[src/rtl/counter_pkg.sv]
// Shared width, type and reset constant for the binary counter family.
package counter_pkg;

    localparam int COUNTER_W = 4;

    typedef logic [COUNTER_W-1:0] count_t;

    localparam count_t COUNT_RESET = '0;

endpackage : counter_pkg

[src/rtl/ripple_incrementer.sv]
// Structural +cin incrementer: a ripple chain of half-adder cells with an explicit carry path.
module ripple_incrementer #(
    parameter int WIDTH = 4
) (
    input  logic [WIDTH-1:0] a,
    input  logic             cin,
    output logic [WIDTH-1:0] sum,
    output logic             cout
);

    logic [WIDTH:0] carry;

    assign carry[0] = cin;

    for (genvar i = 0; i < WIDTH; i++) begin : g_half_adder
        assign sum[i]     = a[i] ^ carry[i];
        assign carry[i+1] = a[i] & carry[i];
    end

    assign cout = carry[WIDTH];

endmodule : ripple_incrementer

[src/rtl/binary_up_counter_4bit.sv]
// Free-running binary up counter with synchronous active-high reset; wraps modulo 2^WIDTH.
module binary_up_counter_4bit
    import counter_pkg::*;
#(
    parameter int WIDTH = COUNTER_W
) (
    input  logic             clk,
    input  logic             rst,
    output logic [WIDTH-1:0] count
);

    logic [WIDTH-1:0] count_q;
    logic [WIDTH-1:0] count_inc;
    logic             unused_cout;

    // The MSB carry-out is the wrap indication and is deliberately dropped.
    ripple_incrementer #(
        .WIDTH (WIDTH)
    ) u_inc (
        .a    (count_q),
        .cin  (1'b1),
        .sum  (count_inc),
        .cout (unused_cout)
    );

    // NOTE: state registers use non-blocking assignment so every flop samples pre-edge values.
    always_ff @(posedge clk) begin
        if (rst) begin
            count_q <= WIDTH'(COUNT_RESET);
        end else begin
            count_q <= count_inc;
        end
    end

    assign count = count_q;

endmodule : binary_up_counter_4bit

[config.mk]
export PLATFORM = sky130hd
export DESIGN_NAME = binary_up_counter_4bit
export DESIGN_NICKNAME = d
export VERILOG_FILES = /design/src/rtl/counter_pkg.sv /design/src/rtl/ripple_incrementer.sv /design/src/rtl/binary_up_counter_4bit.sv
export SDC_FILE = /design/constraint.sdc
export NUM_CORES = 1
export LEC_CHECK = 0
export CORE_AREA = 5 5 42 44
export CTS_CLUSTER_DIAMETER = 150
export DETAILED_ROUTE_END_ITERATION = 7
export DIE_AREA = 0 0 47 49
export HOLD_SLACK_MARGIN = 0.12
export SLEW_MARGIN = 20
export SYNTH_ARGS = -nofsm -noshare
export SYNTH_HDL_FRONTEND = slang
export SYNTH_HIERARCHICAL = 1
export SYNTH_SLANG_ARGS = --single-unit
[constraint.sdc]
create_clock -name clk -period 1.6 [get_ports clk]
set_input_delay 0.24 -clock clk [delete_from_list [all_inputs] [get_ports clk]]
set_output_delay 0.24 -clock clk [all_outputs]
set_load 0.01 [all_outputs]
# Word-level counts from Yosys, hierarchy flattened
# Index checks and enable logic that the tools add are counted.
dict set report totals {
  word_cells 7
  in_bits 2
  reg_bits 4
}
dict set report op_classes {
  n_bitwise 6
}
# cell count
set ops {}
lappend ops {{XOR 1 bit} 3}
lappend ops {{bitwise AND 1 bit} 2}
lappend ops {{inverter 1 bit} 1}

# Longest topological paths before layout
# Gate-level depths: netlist (run 1).
dict set report logic_depth {
  ltp_word 3
  mapped_depth 5
  depth_no_buf 5
}

# By module
# Netlist (run 1), hierarchy kept.
# mod instances cells_each area_per_inst_um2
set modules_own_cells {}
lappend modules_own_cells {binary_up_counter_4bit 1 9 108.9}
lappend modules_own_cells {ripple_incrementer 1 4 50.0}

# Worst setup path after synthesis (run 1)
# Ideal clock, no wire load.
dict set report synth_path {
  path_type {flip-flop to flip-flop}
  from {register count_q[0], in the netlist count[0]}
  to {register count_q[3], in the netlist count[3]}
  required_ns 1.486
  arrival_ns 1.227
  synth_period_minus_slack_ns 1.341
  slack_ns 0.259
  stages_incl_launch_ff 6
  setup_ns 0.114
  cell_sequence {dfxtp_1 ha_1 ha_1 ha_1 ha_1 nor2b_1}
}
dict set report synth_between {
  elab_chain_len 3
}
# item line
set synth_rtl {}
lappend synth_rtl {{start: declaration} binary_up_counter_4bit.sv:12} ;# logic [WIDTH-1:0] count_q;
lappend synth_rtl {{start signal: assignment} binary_up_counter_4bit.sv:29} ;# count_q <= WIDTH'(COUNT_RESET);
lappend synth_rtl {{start signal: assignment} binary_up_counter_4bit.sv:31} ;# count_q <= count_inc;
lappend synth_rtl {{bitwise AND 1 bit (2 in series)} ripple_incrementer.sv:17} ;# assign carry[i+1] = a[i] & carry[i];
lappend synth_rtl {{XOR 1 bit} ripple_incrementer.sv:16} ;# assign sum[i] = a[i] ^ carry[i];
lappend synth_rtl {{via count_inc[3]} binary_up_counter_4bit.sv:13} ;# logic [WIDTH-1:0] count_inc;
# The timed path passes the listed nets, and every way through them passes these cells.
# A chain may end at the register's enable or synchronous reset.

# Worst setup path after layout (run 1)
# Ends and elaborated chain as after synthesis.

==> flow_summary.json, run 1 <==
{
  "clock_power_share_pct": 47.7,
  "drcViolationCount": 0,
  "drv_cap": 0,
  "finalCritPeriodShare_pct": 83.9,
  "num_rows": 14,
  "hold_violations": 0,
  "holdPathEnd": "count[1]",
  "drive_above_1_share_pct": 14.3,
  "grt_overflow": 0,
  "multi_input_area_um2": 78.8,
  "hold_depth": 2,
  "met1_usage_pct": 2.63,
  "grt_max_degree": 5,
  "pwr-share-seq_pct": 42.4,
  "cts_max_level": 1,
  "min_from": "count[1]",
  "clk_pin_slew_ns": 0.04,
  "wire_per_inst_um": 6.95,
  "clock_path_buffers": 2,
  "finalClockSkew_ns": 0.000393,
  "tns_ns": 0,
  "die_w_um": 47,
  "p_int_mw": 0.206,
  "clk_latency_ns": 0.23,
  "synth_area_um2": 159,
  "yosys.cell_types.count": 4,
  "finalSetupViolCount": 0,
  "p_leak_nw": 0.118,
  "ys_seq_elements": 4,
  "status": "complete, no violations",
  "grt_pass1_vias": 115,
  "drt_wl_total_um": 257,
  "p_sw_share_pct": 19.8,
  "met3_usage_pct": 4.43,
  "busiest_layer": "met4",
  "place.port_buffers": 5,
  "vias_per_cell": 2.86,
  "rsz0062_at_grt": "no",
  "finalMaxSlewViolations": 0,
  "cts.sinks": 4,
  "postCtsSetupBuffers": 0,
  "firstDrtPassIters": 4,
  "antenna_cells": 0,
  "fin_crit_ns": 1.34,
  "vias": 106,
  "synth_nets": 19,
  "ff2ff_path_depth": 5,
  "peakVddDrop_uv": 106,
  "nNetsFinal": 29,
  "hold_buffers": 0,
  "critPathMaxFanout": 2,
  "switchingPower_mw": 0.0507,
  "hold_path.class": "reg -> reg",
  "synthArstFlopShare_pct": 0,
  "synthCells": 13,
  "yosys_warnings": 6,
  "area_growth_pct": 58.3,
  "avgSynthCellArea_um2": 12.2,
  "cp-start-kind": "register",
  "largest_register_ffs": 4,
  "antenna_found_initial": 0,
  "cp.required_ns": 1.72,
  "synth_top_area_cell": "dfxtp_1",
  "root_buffer": "clkbuf_4",
  "rrSetupSlack_ns": 0.26,
  "synth_edf_count": 0,
  "cts_buffers": 3,
  "core_um2": 1400,
  "gp_congestion": 0.587,
  "cts_tree": "built",
  "timing.rr.start": "count[0]",
  "seq_area_um2": 80.1,
  "fmax_mhz": 745,
  "synth_top_flop_cell": "dfxtp_1",
  "cp-end-kind": "register",
  "grtUsageTotal_pct": 3.38,
  "ios": 6,
  "fill_cells": 175,
  "grt_pass1_wl_um": 407,
  "drtIter0Drc": 1,
  "cp.arrival_ns": 1.46,
  "antenna_left": 0,
  "power_frac_comb_pct": 9.9,
  "path_class": "reg -> reg",
  "p_per_area_nw_per_um2": 1020,
  "die_area_um2": 2300,
  "die_h_um": 49,
  "yosysSeqAreaShare_pct": 50.4,
  "cts_resized": 0,
  "initial_core_util_pct": 11.3,
  "hold-worst-slack_ns": 0.585,
  "yosys-top-cells-count": "dfxtp_1 (4), ha_1 (4), nor2b_1 (4), conb_1 (1)",
  "r2r_end": "count[3]",
  "synth_area_leaders": "dfxtp_1 (50%), ha_1 (31%), nor2b_1 (16%), conb_1 (2.4%)",
  "synth_top_cell_area_share_pct": 50.4,
  "use_met2_pct": 2.71
}
## power by group through the flow
stage,sequential (mW),clock (mW),combinational (mW)
3_3_place_gp,0.110,0,0.0253
3_5_place_dp,0.110,0,0.0254
4_1_cts,0.109,0.131,0.0256
5_1_grt,0.109,0.138,0.0281
2_1_floorplan,0.113,0,0.00738
6_report,0.109,0.122,0.0253
## stage by stage
step                      worst slack [ns]  cells  power, mW  util, %  area [um2]
final                                0.257     37      0.256     17.9         251
after floorplan                      0.259     13      0.120        -         159
after global placement               0.261     34      0.135     16.3         229
after detailed placement             0.254     34      0.136     16.3         229
after CTS                            0.247     37      0.265     17.9         251
after global routing                 0.206     37      0.275     17.9         251
## cells by family after synthesis
| kind of cell | share of synthesized area [%] |
|---|---|
| adders and majority gates | 31.5 |
| DFF | 50.4 |
| other | 2.36 |
| and+or+nand+nor | 15.7 |
## worst max-delay path by stage
| stage | start | endpoint | slack (ns) | depth (start not counted) |
|---|---|---|---|---|
| final | count[0] | count[3] | 0.26 | 5 |
| after global routing | count[0] | count[3] | 0.21 | 5 |
| after CTS | count[0] | count[3] | 0.25 | 5 |
| after detailed placement | count[0] | count[3] | 0.25 | 5 |
| after global placement | count[0] | count[3] | 0.26 | 5 |
| after floorplan | count[0] | count[3] | 0.26 | 5 |
## layout by cell type (no fill, tap or decap)
cell type and n:
ha_1 4, dfxtp_1 4, clkbuf_4 3, conb_1 1, nor2b_1 4, clkdlybuf4s50_1 5
## worst max-delay path, cell delays in order (launching register included)
cell,delay [ns]
dfxtp_1,0.31
ha_1,0.19
ha_1,0.18
ha_1,0.18
ha_1,0.26
nor2b_1,0.12
## layout make-up
| cell class | instances | area share, % |
|---|---|---|
| multi-input combinational | 9 | 31.3 |
| tap | 16 | 7.96 |
| clock buffer | 3 | 8.96 |
| timing repair buffer | 5 | 19.9 |
| sequential | 4 | 31.8 |
## routing by layer
metal	part of all wire [%]	vias to the layer above
met5	0	-
met4	0	0
met3	19	0
met2	38	6
met1	42	43
li1	-	57
Note: power is estimated with default switching activity, not from simulation.
==> run 2: changes to the inputs <==
==> constraint.sdc (replaced) <==
create_clock -name clk -period 1.4 [get_ports clk]
set_input_delay 0.21 -clock clk [delete_from_list [all_inputs] [get_ports clk]]
set_output_delay 0.21 -clock clk [all_outputs]
set_load 0.01 [all_outputs]
==> results of run 2 <==
Same layout as run 1 (identical final DEF). Status: complete, no violations.
Main changes from that run: setup slack after placement 0.254 ns -> 0.0544 ns; setup slack after layout 0.257 ns -> 0.0571 ns; register-to-register setup slack 0.26 ns -> 0.06 ns; total power 0.256 mW -> 0.293 mW; worst IR drop on VDD 106 uV -> 121 uV
